**config.mk**
```make
export PLATFORM = sky130hd
export DESIGN_NAME = somador_reg
export DESIGN_NICKNAME = d
export VERILOG_FILES = /design/src/rtl/somador_reg.sv
export SDC_FILE = /design/constraint.sdc
export NUM_CORES = 1
export LEC_CHECK = 0
export BUFFER_PORTS_ARGS = -buffer_cell sky130_fd_sc_hd__buf_2
export CORE_AREA = 5 5 42 44
export DETAILED_ROUTE_END_ITERATION = 10
export DIE_AREA = 0 0 47 49
export GPL_TIMING_DRIVEN = 0
export SYNTH_ARGS = -nofsm -noshare
export SYNTH_HDL_FRONTEND = slang
export SYNTH_SLANG_ARGS = --single-unit
```
**constraint.sdc**
```tcl
create_clock -name clk -period 1.1 [get_ports clk]
set_input_delay 0.055 -clock clk [delete_from_list [all_inputs] [get_ports clk]]
set_output_delay 0.055 -clock clk [all_outputs]
set_load 0.005 [all_outputs]
```
**src/rtl/somador_reg.sv**
```systemverilog
// Registered ripple-carry adder: {cout, s} = a + b + cin with one cycle of latency,
// plus valid qualification and registered zero / signed-overflow flags.
// WIDTH=1 is the single-bit full adder used by the ADDAC datapath.
module somador_reg #(
  parameter int unsigned WIDTH = 1
) (
  input  logic             clk,
  input  logic             rst,
  input  logic             in_valid,
  input  logic [WIDTH-1:0] a,
  input  logic [WIDTH-1:0] b,
  input  logic             cin,
  output logic [WIDTH-1:0] s,
  output logic             cout,
  output logic             out_valid,
  output logic             zero,
  output logic             ovf
);

  // Carry chain: c[i] is the carry into bit i, c[WIDTH] is the carry out.
  logic [WIDTH:0]   c;
  logic [WIDTH-1:0] sum;

  logic [WIDTH-1:0] s_q, s_d;
  logic             cout_q, cout_d;
  logic             out_valid_q, out_valid_d;
  logic             zero_q, zero_d;
  logic             ovf_q, ovf_d;

  // Bitwise ripple of full-adder cells.
  always_comb begin
    c    = '0;
    sum  = '0;
    c[0] = cin;
    for (int i = 0; i < int'(WIDTH); i++) begin
      sum[i]   = a[i] ^ b[i] ^ c[i];
      c[i + 1] = (a[i] & b[i]) | (a[i] & c[i]) | (b[i] & c[i]);
    end
  end

  // Next state: capture on in_valid, otherwise hold the result and drop out_valid.
  always_comb begin
    s_d         = s_q;
    cout_d      = cout_q;
    zero_d      = zero_q;
    ovf_d       = ovf_q;
    out_valid_d = 1'b0;
    if (in_valid) begin
      s_d         = sum;
      cout_d      = c[WIDTH];
      zero_d      = (sum == '0);
      // Signed overflow: carry into the MSB differs from the carry out of it.
      ovf_d       = c[WIDTH] ^ c[WIDTH-1];
      out_valid_d = 1'b1;
    end
  end

  // Result registers with synchronous reset taking priority over capture.
  always_ff @(posedge clk) begin
    if (rst) begin
      s_q         <= '0;
      cout_q      <= 1'b0;
      out_valid_q <= 1'b0;
      zero_q      <= 1'b0;
      ovf_q       <= 1'b0;
    end else begin
      s_q         <= s_d;
      cout_q      <= cout_d;
      out_valid_q <= out_valid_d;
      zero_q      <= zero_d;
      ovf_q       <= ovf_d;
    end
  end

  assign s         = s_q;
  assign cout      = cout_q;
  assign out_valid = out_valid_q;
  assign zero      = zero_q;
  assign ovf       = ovf_q;

endmodule

```
==> impl_metrics.tcl, run 1 <==
set metrics [dict create \
    worstSetupStartpointType "input pin" \
    maxCapViolCount 0 \
    cts_tree "yes" \
    r2r-start "ovf" \
    path_max_fanout 2 \
    critPathArrivalTime_ns 0.93 \
    worst_pin_slew_ns 0.1737 \
    finalSetupTns_ns 0 \
    p_per_area_nw_per_um2 1595 \
    finClkSkew_ns 0 \
    ys_ff_latch 5 \
    min_path_type "input pin to register" \
    r2r-end "ovf" \
    die_h_um 49 \
    initial_core_util_pct 15.00 \
    drt_iter0_markers 0 \
    grt_start_max_net_pins 8 \
    p_leak_nw 0.1582 \
    drive_gt1_share_pct 42.42 \
    synthesis.area_um2 210.2 \
    synth_cells 20 \
    avgViaCountPerCell 3.469 \
    place.gp.congestion 0.6167 \
    clockRootBuffer "clkbuf_4" \
    row_count 14 \
    ant_nets 0 \
    pin_count 11 \
    yosys-top-cells-count "dfxtp_1, inv_1, nor2_1" \
    synth_edf_count 0 \
    crit_start "a" \
    hold_slack_ns 0.05745 \
    die-area_um2 2303 \
    ir_drop_uv 585.6 \
    hold_start "rst" \
    synthMostInstantiatedCell "dfxtp_1" \
    rsz0062_at_grt "false" \
    drc 0 \
    clock_latency_ns 0.24 \
    worst_slew_margin_rel_pct 88.40 \
    hold_violations 0 \
    synthDistinctLibCells 11 \
    ys.flop_type "dfxtp_1" \
    reg2regPathDepth 2 \
    area_delta_synth_final_pct 43.45 \
    port_buffers 9 \
    postCtsHoldBufs 0 \
    cts_made_buffers 3 \
    hold_path_depth 2 \
    drt-total-wl_um 414 \
    cts_resized 0 \
    grt_pass1_vias 192 \
    syn_area_per_cell_um2 10.51 \
    fmax_mhz 1250 \
    syn_nets 27 \
    vias 170 \
    layout_worst_path_cycle_share_pct 72.73 \
    yosysSeqAreaShare_pct 47.62 \
    fillCellCount 176 \
    wl_per_cell_um 8.449 \
    clkTransAtPathRegs_ns 0.04 \
    dieWidth_um 47 \
    yosys.area.top_type_share_pct 47.62 \
    ys_warn_count 0 \
    status "complete, no violations" \
    core_um2 1401 \
    grtUsageTotal_pct 5.085 \
    fin_crit_ns 0.8000 \
    htree_levels 1 \
    synthArstFlopShare_pct 0 \
    drt-pass1-iter-count 1 \
    end_kind "register" \
    synthTopCellsByArea "dfxtp_1, fa_1, a211oi_1" \
    grt-ovfl-total 0 \
    cts_sinks 5 \
    whs_endpoint "out_valid" \
    cts_buffer_depth 2 \
    n_antenna_cell 0 \
    slew_viol_final 0 \
    synth_top_area_cell "dfxtp_1" \
    r2r_slack_ns 0.43 \
    setup_viol 0 \
    antenna_found_initial 0 \
    grt_pass1_wl_um 765 \
    crit_type "input pin to register" \
    layout.nets 41 \
    post-cts-setup-buffers 0 \
    cp.required_ns 1.23 \
]
[power by group]
group	leakage [nW]	total [mW]	internal (mW)	switching, mW
clock	0.0150	0.213	0.137	0.0756
combinational	0.102	0.0662	0.0359	0.0303
sequential	0.0415	0.202	0.196	0.00543
[how the worst max path moves through the flow]
stage | to | cells after the start
detailed placement | ovf | 5
CTS | ovf | 5
floorplan | ovf | 4
global route | ovf | 5
global placement | ovf | 5
finish | ovf | 5
[cell type report]
type                            count  area [um^2]  area share [%]
Timing Repair Buffer                9        45.04           14.94
Clock buffer                        4        26.28           8.714
Buffer                              1        5.005           1.660
Multi-Input combinational cell     11        93.84           31.12
Inverter                            3        11.26           3.734
Sequential cell                     5        100.1           33.20
Tap cell                           16        20.02           6.639
[critical path: stages]
cell and delay, ns:
buf_2 0.07, inv_1 0.04, fa_1 0.46, xnor2_1 0.14
a21o_1 0.17
[per-stage QoR]
| stage | std cells | instance area (um^2) | util (%) | setup WS [ns] | power (mW) |
|---|---|---|---|---|---|
| finish | 49 | 301.5 | 21.52 | 0.3000 | 0.4808 |
| CTS | 49 | 301.5 | 21.52 | 0.3027 | 0.4982 |
| global placement | 45 | 275.3 | 19.64 | 0.03766 | 0.2728 |
| floorplan | 20 | 210.2 | - | 0.1636 | 0.2437 |
| detailed placement | 45 | 275.3 | 19.64 | 0.03876 | 0.2741 |
| global route | 49 | 301.5 | 21.52 | 0.2766 | 0.5319 |
[flip-flops by register name, indices dropped and copies added (netlist names)]
signal and count:
zero 1, cout 1, s 1, out_valid 1, ovf 1
[logic make-up (layout without fill, tap and decap cells)]
group           Yosys count  in the layout  share of synthesized area (%)
mux                       1              1                          4.762
flops                     5              5                          47.62
buf+inv                   4             17                          7.735
fa+ha+maj                 1              1                          9.524
xor+xnor                  1              1                          4.167
simple gates              5              5                          15.48
compound gates            3              3                          10.71
[metal layers]
layer / up-vias / global-route usage [%] / share of wire, %
met5: - / 0 / 0
met4: 0 / 1.382 / 0
met3: 0 / 7.011 / 20
met2: 11 / 5.430 / 38
met1: 69 / 5.765 / 43
li1: 90 / - / -
[layout by cell type, fill, tap and decap left out, drive strengths merged]
cell | Yosys | final
a211oi | 2 | 2
a21o | 1 | 1
buf | 0 | 9
clkbuf | 1 | 5
dfxtp | 5 | 5
fa | 1 | 1
inv | 3 | 3
mux2i | 1 | 1
nor2 | 3 | 3
nor2b | 1 | 1
nor3b | 1 | 1
xnor2 | 1 | 1
Note: power is estimated with default switching activity, not from simulation.
==> inputs of run 2 (changes only) <==
- clock period: 1.1 -> 0.8 ns (I/O delays scaled with it)
==> run 2 against run 1 <==
  * Sequential power is 37% higher
  * First-iteration DRC count is 3 higher
  * Non-clock buffer count stayed put
  * Global-route usage is 0.99 points lower
  * Count of clock-buffer cells in the layout stayed put
  * Register-to-register slack worse by 0.30 ns
  * Utilization is 1.2 points higher
  * Final area is 5.8% higher
  * Critical path type unchanged
  * Largest power group unchanged
==> impl_metrics.tcl, run 2 (same netlist as run 1, synthesis figures left out) <==
set metrics [dict create \
    status "complete, no violations" \
    post-cts-setup-buffers 0 \
    clock_latency_ns 0.24 \
    drt-total-wl_um 386 \
    worst_pin_slew_ns 0.1606 \
    initial_core_util_pct 15.00 \
    layout.nets 41 \
    ant_nets 0 \
    path_max_fanout 2 \
    setup_viol 0 \
    htree_levels 1 \
    n_antenna_cell 0 \
    placed_area_um2 290.3 \
    clockRootBuffer "clkbuf_4" \
    grt-ovfl-total 0 \
    critPathArrivalTime_ns 0.84 \
    cpPeakStageDelay_ns 0.44 \
    total_power_uw 670.7 \
    ir_drop_uv 362.1 \
    cp.required_ns 0.93 \
    grt_pass1_wl_um 634 \
    drive_gt1_share_pct 57.58 \
    vias 167 \
    dieWidth_um 47 \
    final_area_um2 319.1 \
    antenna_found_initial 0 \
    drc 0 \
    clkTransAtPathRegs_ns 0.04 \
    cts_sinks 5 \
    avgViaCountPerCell 3.408 \
    drt_iter0_markers 3 \
    drt-pass1-iter-count 4 \
    cts_made_buffers 3 \
    hold_slack_ns 0.05633 \
    worstSetupStartpointType "input pin" \
    fin_crit_ns 0.7166 \
    port_buffers 9 \
    reg2regPathDepth 2 \
    p_per_area_nw_per_um2 2102 \
    wl_per_cell_um 7.878 \
    maxCapViolCount 0 \
    finClkSkew_ns 0 \
    end_kind "register" \
    fmax_mhz 1396 \
    path_buf_inv 2 \
    rsz0062_at_grt "false" \
    pin_count 11 \
    place.gp.congestion 0.5581 \
    crit_cells 5 \
    area_delta_synth_final_pct 51.79 \
    layout_commonest_cell "buf_2" \
    grt_start_max_net_pins 8 \
    slowest_stage "fa_2" \
    die_h_um 49 \
    grtUsageTotal_pct 4.090 \
    cp_top_family "adder cells" \
    cts_buffer_depth 2 \
    crit_chain "buf_4 -> inv_8 -> fa_2 -> mux2i_1 -> nor2_1" \
    row_count 14 \
    final_cell_mix "buf_2, dfxtp_1, nor2_1, clkbuf_4, inv_2" \
    worst_slew_margin_rel_pct 89.23 \
    cts_tree "yes" \
    dp_cells 45 \
    min_path_type "input pin to register" \
    crit_type "input pin to register" \
    layout_worst_path_cycle_share_pct 89.57 \
    fin_ws_ns 0.08342 \
    fin_cells 49 \
    die-area_um2 2303 \
    slew_viol_final 0 \
    hold_path_depth 2 \
    grt_pass1_vias 179 \
    hold_violations 0 \
    p_leak_nw 0.1577 \
    post-place-ws_ns -0.2207 \
    core_um2 1401 \
]
## run 2: final cells by class
type                       count  area (um^2)
multi-input combinational     11        101.3
clock buffer                   4        26.28
fill                         161         1082
tap                           16        20.02
buffer                         1        5.005
inverter                       3        18.77
timing repair buffer           9        47.55
sequential                     5        100.1
## run 2: path summary, 6_finish.rpt
kind / startpoint / endpoint / slack [ns]
worst min register to register: cout / cout / 0.47
worst max register to register: ovf / ovf / 0.13
worst min-delay path: rst / out_valid / 0.06
worst max-delay path: cin / zero / 0.08
## run 2: power by group
| group | leakage (nW) | internal, mW | switching (mW) |
|---|---|---|---|
| Clock | 0.0150 | 0.188 | 0.0976 |
| Sequential | 0.0415 | 0.270 | 0.00710 |
| Combinational | 0.101 | 0.0573 | 0.0504 |
| Total | 0.158 | 0.516 | 0.155 |
## run 2: repair_timing
action	in CTS	in global routing
endpoints found under the hold margin	0	0
hold buffers	0	0
endpoints found under the setup margin	0	3
gates resized for setup	0	2
## run 2: worst reg2reg max path, stage by stage (launching register included)
cell and delay, ns:
dfxtp_1 0.30, nor3b_1 0.13, a21o_1 0.14
## run 2: through the flow
step / utilization, % / TNS [ns]
2_1_floorplan: - / -0.02084
3_3_place_gp: 20.71 / -0.7499
3_5_place_dp: 20.71 / -0.7611
4_1_cts: 22.59 / 0
5_1_grt: 22.77 / 0
6_report: 22.77 / 0
## run 2: metal layers
metal / share of wire [%] / up-vias / GRT usage [%]
met3: 16 / 0 / 0.3690
met2: 45 / 11 / 4.751
met1: 39 / 66 / 4.636
li1: - / 90 / -
met4: 0 / 0 / 6.912
met5: 0 / - / 0
==> inputs of run 3 (changes only) <==
- SLEW_MARGIN: not set -> 20
- clock period: 0.8 -> 0.85 ns (I/O delays scaled with it)
==> run 3 against run 2 <==
  * Utilization shrank 1.1 points
  * Clock skew unchanged
  * Via count rose by 2.4%
  * Total power decreased by 7.6%
  * Largest power group unchanged
==> impl_metrics.tcl, run 3 (same netlist as run 1, synthesis figures left out) <==
set metrics [dict create \
    finalSetupTns_ns 0 \
    grtUsageTotal_pct 4.023 \
    clockRootBuffer "clkbuf_4" \
    clock_latency_ns 0.24 \
    n_antenna_cell 0 \
    cpPeakStageDelay_ns 0.40 \
    status "complete, no violations" \
    grt_util_met3_pct 0.3690 \
    dieWidth_um 47 \
    fmax_mhz 1344 \
    min_path_type "input pin to register" \
    power_frac_seq_pct 42.2 \
    path_buf_inv 2 \
    critPathArrivalTime_ns 0.88 \
    post-cts-setup-buffers 0 \
    grt_start_max_net_pins 8 \
    worstSetupStartpointType "input pin" \
    fin_crit_ns 0.7443 \
    placed_area_um2 277.8 \
    intPower_uw 479.8 \
    drt-pass1-iter-count 1 \
    htree_levels 1 \
    vias 171 \
    dp_hpwl_um 347.2 \
    hold_violations 0 \
    row_count 14 \
    port_buffers 9 \
    worst_pin_slew_ns 0.1659 \
    grt-ovfl-total 0 \
    place.gp.congestion 0.5726 \
    drc 0 \
    cts_sinks 5 \
    area_delta_synth_final_pct 44.64 \
    setup_viol 0 \
    final_cell_mix "buf_2, dfxtp_1, inv_1, nor2_1, clkbuf_4" \
    wl_per_cell_um 8.000 \
    cts_resized 0 \
    pin_count 11 \
    drive_gt1_share_pct 45.45 \
    cts_buffer_depth 2 \
    core_um2 1401 \
    cts_made_buffers 3 \
    rsz0062_at_grt "false" \
    p_sw_share_pct 22.58 \
    avgViaCountPerCell 3.490 \
    end_kind "register" \
    path_max_fanout 2 \
    total_power_uw 619.8 \
    drt-total-wl_um 392 \
    die-area_um2 2303 \
    die_h_um 49 \
    crit_chain "buf_2 -> inv_1 -> fa_2 -> xnor2_1 -> a21o_1" \
    layout.nets 41 \
    finClkSkew_ns 0 \
    layout_commonest_cell "buf_2" \
    layout_worst_path_cycle_share_pct 87.57 \
    worst_slew_margin_rel_pct 88.87 \
    cts_tree "yes" \
    cp_top_family "adder cells" \
    grt_pass1_wl_um 614 \
    p_per_area_nw_per_um2 2038 \
    p_clk_share_pct 43.5 \
    final_area_um2 304.0 \
    met2_usage_pct 5.204 \
    postCtsHoldBufs 0 \
    clkTransAtPathRegs_ns 0.04 \
    drt_iter0_markers 0 \
    grt_pass1_vias 161 \
    slowest_stage "fa_2" \
    power.switching_uw 140.0 \
    p_comb_share_pct 14.3 \
    maxCapViolCount 0 \
    p_leak_nw 0.1573 \
    fillCellCount 164 \
    ir_drop_uv 433.1 \
    hold_slack_ns 0.04754 \
    met1_usage_pct 3.982 \
    top_usage_layer "met4" \
    cp.required_ns 0.98 \
    slew_viol_final 0 \
    initial_core_util_pct 15.00 \
    ant_nets 0 \
    crit_type "input pin to register" \
    antenna_found_initial 0 \
]
run 3: cell counts in the layout (fill, tap and decap cells not counted):
Identical to the previous run, type by type.
run 3: layer usage:
| metal | wire (um) | vias up |
|---|---|---|
| li1 | - | 89 |
| met1 | 141 | 72 |
| met2 | 181 | 8 |
| met3 | 46 | 2 |
| met4 | 23 | 0 |
| met5 | 0 | - |
run 3: worst paths after layout:
path                            startpoint        end  slack (ns)  cells past startpoint
worst max register to register         ovf        ovf        0.18                      2
worst min-delay path                   rst  out_valid        0.05                      2
worst min register to register        cout       cout        0.48                      2
worst max-delay path                   cin        ovf        0.11                      5
run 3: power by group through the flow:
stage	Clock [mW]	Combinational (mW)	Sequential [mW]
6_report	0.270	0.0886	0.262
5_1_grt	0.306	0.104	0.263
4_1_cts	0.287	0.0923	0.262
3_5_place_dp	0	0.0928	0.266
3_3_place_gp	0	0.0894	0.265
2_1_floorplan	0	0.0487	0.268
run 3: per-stage QoR:
step	worst slack (ns)	util, %	std cells
3_5_place_dp	-0.1542	19.82	45
6_report	0.1057	21.70	49
4_1_cts	0.1052	21.70	49
2_1_floorplan	0.004592	-	20
3_3_place_gp	-0.1362	19.82	45
5_1_grt	0.03533	21.70	49
run 3: cell type report:
type	count	area (um^2)	area share, %
flip-flops and latches	5	100.1	32.92
repair buffers	9	45.04	14.81
plain buffers	1	5.005	1.646
inverters	3	11.26	3.704
clock buffers	4	26.28	8.642
well taps	16	20.02	6.584
multi-input cells	11	96.34	31.69
